`config.mk`:
```
export PLATFORM = sky130hd
export DESIGN_NAME = oh_dsync_filter
export DESIGN_NICKNAME = d
export VERILOG_FILES = /design/src/rtl/oh_cdc_pkg.sv /design/src/rtl/oh_dsync.sv /design/src/rtl/oh_dsync_filter.sv
export SDC_FILE = /design/constraint.sdc
export NUM_CORES = 1
export LEC_CHECK = 0
export ABC_AREA = 1
export CAP_MARGIN = 5
export CORE_MARGIN = 4
export CORE_UTILIZATION = 30
export CTS_BUF_LIST = sky130_fd_sc_hd__clkbuf_8
export DETAILED_ROUTE_END_ITERATION = 8
export GPL_ROUTABILITY_DRIVEN = 0
export HOLD_SLACK_MARGIN = 0.15
export PLACE_DENSITY_LB_ADDON = 0.25
export SLEW_MARGIN = 20
export SYNTH_ARGS = -nofsm -noshare
export SYNTH_HDL_FRONTEND = slang
export SYNTH_SLANG_ARGS = --single-unit
```
`constraint.sdc`:
```
create_clock -name clk -period 1.2 [get_ports clk]
set_input_delay 0.24 -clock clk [delete_from_list [all_inputs] [get_ports clk]]
set_output_delay 0.24 -clock clk [all_outputs]
set_load 0.05 [all_outputs]
```
`src/rtl/oh_cdc_pkg.sv`:
```
// Shared CDC helpers: counter-width and latency constant functions for the
// synchronizer/filter family.
package oh_cdc_pkg;

  function automatic int cnt_width(input int hold);
    return (hold < 1) ? 1 : $clog2(hold + 1);
  endfunction

  function automatic int blank_width(input int ps);
    return (ps < 1) ? 1 : $clog2(ps + 1);
  endfunction

  // Edges from the first sampling edge of a stable new level to the dout change.
  function automatic int FILTER_LAT(input int ps, input int hold);
    return ps + hold;
  endfunction

endpackage

```
`src/rtl/oh_dsync.sv`:
```
// Multi-stage control-signal synchronizer, DW independent lanes, PS flops deep.
module oh_dsync #(
  parameter int DW = 1,
  parameter int PS = 2
) (
  input  logic          clk,
  input  logic          nreset,
  input  logic [DW-1:0] din,
  output logic [DW-1:0] dout
);

  logic [DW-1:0] sync_q [PS];

  always_ff @(posedge clk or negedge nreset) begin
    if (!nreset) begin
      for (int k = 0; k < PS; k++) sync_q[k] <= '0;
    end else begin
      sync_q[0] <= din;
      for (int k = 1; k < PS; k++) sync_q[k] <= sync_q[k-1];
    end
  end

  assign dout = sync_q[PS-1];

endmodule

```
`src/rtl/oh_dsync_filter.sv`:
```
// Synchronizer plus per-lane debounce: accepts a level after HOLD stable cycles
// and pulses rise/fall. Optional sticky glitch flags under OH_DSYNC_FILTER_GLITCH_EN.
module oh_dsync_filter
  import oh_cdc_pkg::*;
#(
  parameter int            PS        = 2,
  parameter int            DW        = 1,
  parameter int            HOLD      = 4,
  parameter logic [DW-1:0] RESET_VAL = '0
) (
  input  logic          clk,
  input  logic          nreset,
  input  logic [DW-1:0] din,
  input  logic          clr,
  output logic [DW-1:0] dout,
  output logic [DW-1:0] rise,
  output logic [DW-1:0] fall,
  output logic [DW-1:0] glitch
);

  localparam int CW = cnt_width(HOLD);
  localparam int BW = blank_width(PS);
  localparam logic [BW-1:0] BLANK_END = BW'(PS);
  localparam logic [CW-1:0] CNT_LAST  = CW'(HOLD - 1);

  logic [DW-1:0] s;
  logic [BW-1:0] blank_q;
  logic          blanking;

  oh_dsync #(
    .DW (DW),
    .PS (PS)
  ) u_dsync (
    .clk    (clk),
    .nreset (nreset),
    .din    (din),
    .dout   (s)
  );

  // Synchronizer contents are not trusted until PS edges after reset release.
  assign blanking = (blank_q != BLANK_END);

  always_ff @(posedge clk or negedge nreset) begin
    if (!nreset) blank_q <= '0;
    else if (blanking) blank_q <= blank_q + BW'(1);
  end

  for (genvar i = 0; i < DW; i++) begin : g_lane
    logic [CW-1:0] cnt_q, cnt_d;
    logic          dout_q, dout_d;
    logic          rise_q, rise_d;
    logic          fall_q, fall_d;

    always_comb begin
      cnt_d  = '0;
      dout_d = dout_q;
      rise_d = 1'b0;
      fall_d = 1'b0;
      if (!blanking && (s[i] != dout_q)) begin
        if (cnt_q == CNT_LAST) begin
          dout_d = s[i];
          rise_d = s[i];
          fall_d = ~s[i];
        end else begin
          cnt_d = cnt_q + CW'(1);
        end
      end
    end

    always_ff @(posedge clk or negedge nreset) begin
      if (!nreset) begin
        cnt_q  <= '0;
        dout_q <= RESET_VAL[i];
        rise_q <= 1'b0;
        fall_q <= 1'b0;
      end else begin
        cnt_q  <= cnt_d;
        dout_q <= dout_d;
        rise_q <= rise_d;
        fall_q <= fall_d;
      end
    end

    assign dout[i] = dout_q;
    assign rise[i] = rise_q;
    assign fall[i] = fall_q;

`ifdef OH_DSYNC_FILTER_GLITCH_EN
    logic glitch_q;
    logic glitch_set;

    // An aborted qualification run: the input fell back before being accepted.
    assign glitch_set = !blanking && (cnt_q != '0) && (s[i] == dout_q);

    always_ff @(posedge clk or negedge nreset) begin
      if (!nreset) glitch_q <= 1'b0;
      else glitch_q <= glitch_set | (glitch_q & ~clr);
    end

    assign glitch[i] = glitch_q;
`else
    assign glitch[i] = 1'b0;
`endif
  end

`ifndef OH_DSYNC_FILTER_GLITCH_EN
  logic unused_clr;
  assign unused_clr = clr;
`endif

endmodule

```
Word level (Yosys, flattened, before mapping)
Cells that the tools add are included.
Widths: inputs -> output; s select.
- magnitude comparators: 0
- equality and inequality tests: 3
- reduce and logical (&&, ||, !) cells: 3
- multipliers: 0
- add/sub/neg operators: 2
- bitwise operators: 1
- divide/modulo/power cells: 0
- multiplexer cells: 6
- shift-type cells: 0
- operators with widths (cell ; count):
    $mux 3 ; 2
    $mux 1 ; 4
    $add 3x1->3 const B ; 1
    $eq 3x2->1 const B ; 1
    $add 2x1->2 const B ; 1
    $ne 2x2->1 const B ; 1
    $reduce_and 2->1 ; 1
    $logic_and 1x1->1 ; 1
    $logic_not 1->1 ; 1
    $ne 1x1->1 ; 1
    $not 1->1 ; 1
- memories: 0
- register bits after elaboration: 10
- logic and storage cells: 22
- memory bits (writable): 0
- ROM bits: 0
- input port bits: 4
- output and inout port bits: 4
- bits in latches: 0

Logic depth before layout (Yosys ltp)
- depth after elaboration: 4
- gate-level depth with buffers: 7

Hierarchy
Synthesis repeated with hierarchy kept, for this count alone.
- cells, all modules: 37
- area, all modules: 402.9 sq um
- modules (own cells, without submodules) (module ; seq. area each (sq um) ; cells an instance ; instances ; area an instance (sq um)):
    oh_dsync_filter ; 200.2 ; 35 ; 1 ; 352.8
    oh_dsync ; 50.0 ; 2 ; 1 ; 50.0

Least setup slack after synthesis
Ideal clock, no wire load.
- path kind: register to register
- start point: register g_lane[0].dout_q, in the netlist dout
- end point: register g_lane[0].dout_q, in the netlist dout
- setup slack: 27 ps
- required time: 1080 ps
- clock period less this slack: 1173 ps
- stages on the path, launching flop included: 6
- setup time: 120 ps
- arrival: 1054 ps
- cells stage by stage: dfrtp_1 inv_1 nand2_1 nand3_1 nand2_1 nand2_1
- word-level cells in the longest chain between the ends: 3
- ends and longest elaborated chain (element ; line ; text):
    from (decl) ; oh_dsync_filter.sv:50 ; logic dout_q, dout_d;
    from (signal assigned) ; oh_dsync_filter.sv:73 ; dout_q <= RESET_VAL[i];
    from (signal assigned) ; oh_dsync_filter.sv:78 ; dout_q <= dout_d;
    $ne 1x1->1 ; oh_dsync_filter.sv:59 ; if (!blanking && (s[i] != dout_q)) begin
    $logic_and 1x1->1 ; oh_dsync_filter.sv:59 ;
    $reduce_and 2->1 (no source line) ; -- ;
Every way passes these cells.
A chain may end at the register's enable or synchronous reset.

Worst setup path after layout
- start point: register blank_q[0]
- end point: register g_lane[0].dout_q, in the netlist dout
- word-level cells in the longest chain between the ends: 4
- ends and longest elaborated chain (element ; line ; text):
    from (decl) ; oh_dsync_filter.sv:27 ; logic [BW-1:0] blank_q;
    from (signal assigned) ; oh_dsync_filter.sv:45 ; else if (blanking) blank_q <= blank_q + BW'(1);
    $ne 2x2->1 ; oh_dsync_filter.sv:41 ; assign blanking = (blank_q != BLANK_END);
    $logic_not 1->1 ; oh_dsync_filter.sv:59 ;
    $logic_and 1x1->1 ; oh_dsync_filter.sv:59 ;
    $reduce_and 2->1 (no source line) ; -- ;
Every way passes these cells.

==> results.md <==
* Outcome: finished clean
* Reg2Reg Launch Point: blank_q[0]$_DFFE_PN0P_
* Crit share post-route at 93.7%
* Power Density at about 2000 nW/um^2
* Post-synth ARST share at 100%
* Max Clock Skew at between 1 and 1.5 ps
* Root Driver: clkbuf_8
* Top_reg_cell synth: dfrtp_1
* Core ar. at 1190 sq um
* Final Hold Fails at 0
* Die width at about 45 um
* DRC at 0
* Total Negative Setup Slacks at 0 ps
* Post-DP HPWL at roughly 430 um
* Vias in the first global route at 241
* Fin area at 544 sq um
* Vert. Die Dim at 44.6 um
* First-pass GRT wire length at 890 um
* Slew Limit Fails at 0
* Layout Cells excl Fill at 59
* Total number of vias at approximately 250
* Top cell type's share of synthesized area at between 60 and 70%
* Worst Hold Class: in2async
* DR WL/cell at 9.12 um
* Nets at 53
* Synthesized Nets at 43
* Row count at 12
* Area growth, synth to finish at 35.1%
* Port buffer count at 5
* R2R setup slack at 80 ps
* Post-Route WL at 538 um
* DIE AREA at 1990 sq um
* EDFF count, synth at 0
* Peak VDD IR at 0.710 mV
* Share of cells above drive strength 1 at between 30% and 40%
* Crit path required time at 1310 ps
* Global-route usage over all layers at 6.35%
* RR Endpoint: dout$_DFFE_PN0P_
* Antenna Violating Nets Remaining at 0
* Worst-path clk slew at 40 ps
* Worst R2R Path Depth at 7
* Synth area leaders: dfrtp_1, ha_1, nand2_1
* Grt total ovfl at 0
* Setup Crit Path Kind: reg2reg
* CTS sink cnt at 10
* Max Fclk at slightly below 900 MHz
* CTS Buf Count at 3
* Leakage at ~0.00028 uW
* Max FO, Critical Path at 2
* Initial detailed-routing violation count at 1
* Vias/cell at 4.15
* Largest area contributor in the netlist: dfrtp_1
* Crit end category: flop
* Number of antenna violations at the first check in global routing at 0
* Mapped Area at ~400 sq um
* Final period demand of the worst path at 1120 ps
* Post-synthesis cell count at 37
* WP data arrival at about 1200 ps
* Syn Area/Cell at around 11 sq um
* Synth unique cells at 15
* Drt first pass iters at 2
* Worst Setup Start Kind: flop
* Clock Latency Late Sink at 230 ps
* Most frequent cell after synthesis: dfrtp_1
* Ant diodes at 0
* Initial Util at roughly a third
* # IOs at 8
* CTS tree: built
* Ys Warns at 0
* Max cap viols at 0
* Synth top cells by count: dfrtp_1, nand2_1, inv_1, inv_2
* Largest net degree at the start of global routing at 11
* Sequential share of the synthesized area at 62.1%
* Dpl cell area at roughly 500 sq um
* Yosys reg bits at 10
* Setup violators final at 0
* RSZ-0062 raised after global routing: false
* # H-tree levels at 1
* Clock tree buffer depth at 2
* Cell count after placement at 56
[cell type report]
cell class / count / area [sq um]
Clock buffer: 3 / 41.3
Fill cell: 106 / 642
Inverter: 7 / 26.3
Multi-Input combinational cell: 19 / 121
Sequential cell: 10 / 250
Tap cell: 14 / 17.5
Timing Repair Buffer: 6 / 87.6
[registers in the layout, indices dropped and copies added (netlist names)]
signal and count:
g_lane.cnt_q 3, blank_q 2, dout 1, fall 1
rise 1, u_dsync.dout 1, u_dsync.sync_q 1
[worst max-delay path, cell delays in order, from the launching register on]
cell	delay [ps]
dfrtp_1	380
inv_1	70
ha_2	180
inv_2	30
a21oi_2	130
nand3_1	100
nand2_1	70
nand2_1	50
[logic make-up (layout without fill, tap and decap cells)]
kind of cell	count (synthesis)	count (layout)	synth area share, %
AOI/OAI and AO/OA	2	2	3.42
xor gates and xnor gates	1	1	2.17
adders and majority gates	2	2	6.21
buffers and inverters	8	16	8.38
DFF	10	10	62.1
other	1	1	0.931
and+or+nand+nor	13	13	16.8
[worst max path at each step]
| stage | cells past startpoint | from | end |
|---|---|---|---|
| floorplan | 5 | dout$_DFFE_PN0P_ | dout$_DFFE_PN0P_ |
| global placement | 7 | blank_q[0]$_DFFE_PN0P_ | dout$_DFFE_PN0P_ |
| detailed placement | 7 | blank_q[0]$_DFFE_PN0P_ | dout$_DFFE_PN0P_ |
| CTS | 7 | blank_q[0]$_DFFE_PN0P_ | dout$_DFFE_PN0P_ |
| global route | 7 | blank_q[0]$_DFFE_PN0P_ | dout$_DFFE_PN0P_ |
| finish | 7 | blank_q[0]$_DFFE_PN0P_ | dout$_DFFE_PN0P_ |
[metal layers]
metal / share of wire (%) / GRT usage (%) / vias to the layer above
li1: - / - / 129
met1: 48 / 6.98 / 109
met2: 44 / 10.0 / 7
met3: 7.8 / 1.63 / 0
met4: 0 / 5.42 / 0
met5: 0 / 0 / -
[cells in the final DEF (no fill, tap or decap), drive strengths merged]
cell / synthesis / layout
a21oi: 1 / 1
buf: 1 / 4
clkbuf: 0 / 3
clkdlybuf4s50: 0 / 2
conb: 1 / 1
dfrtp: 10 / 10
ha: 2 / 2
inv: 7 / 7
nand2: 7 / 7
nand3: 1 / 1
nand4: 1 / 1
nor2: 2 / 2
nor3: 2 / 2
o21ai: 1 / 1
xnor2: 1 / 1
[metrics by stage]
stage | setup WS [ps] | hold WS [ps] | util [%] | total power [uW]
global route | 4.31 | 350 | 45.9 | 1150
global placement | 107 | 336 | 42.2 | 749
CTS | 74.7 | 340 | 45.7 | 1090
finish | 76.2 | 320 | 45.9 | 1080
detailed placement | 82.0 | 340 | 42.2 | 762
floorplan | 26.7 | -55.6 | - | 629
[what timing repair did]
action / CTS / global route
endpoints found under the setup margin: 0 / 1
setup buffers: 0 / 0
hold buffers: 0 / 0
resized for setup: 0 / 1
[where the power goes]
group	internal [uW]	switching, uW	total, uW
registers	391	46.1	437
logic	138	175	313
clock network	218	111	329
(Power assumes the default switching activity.)
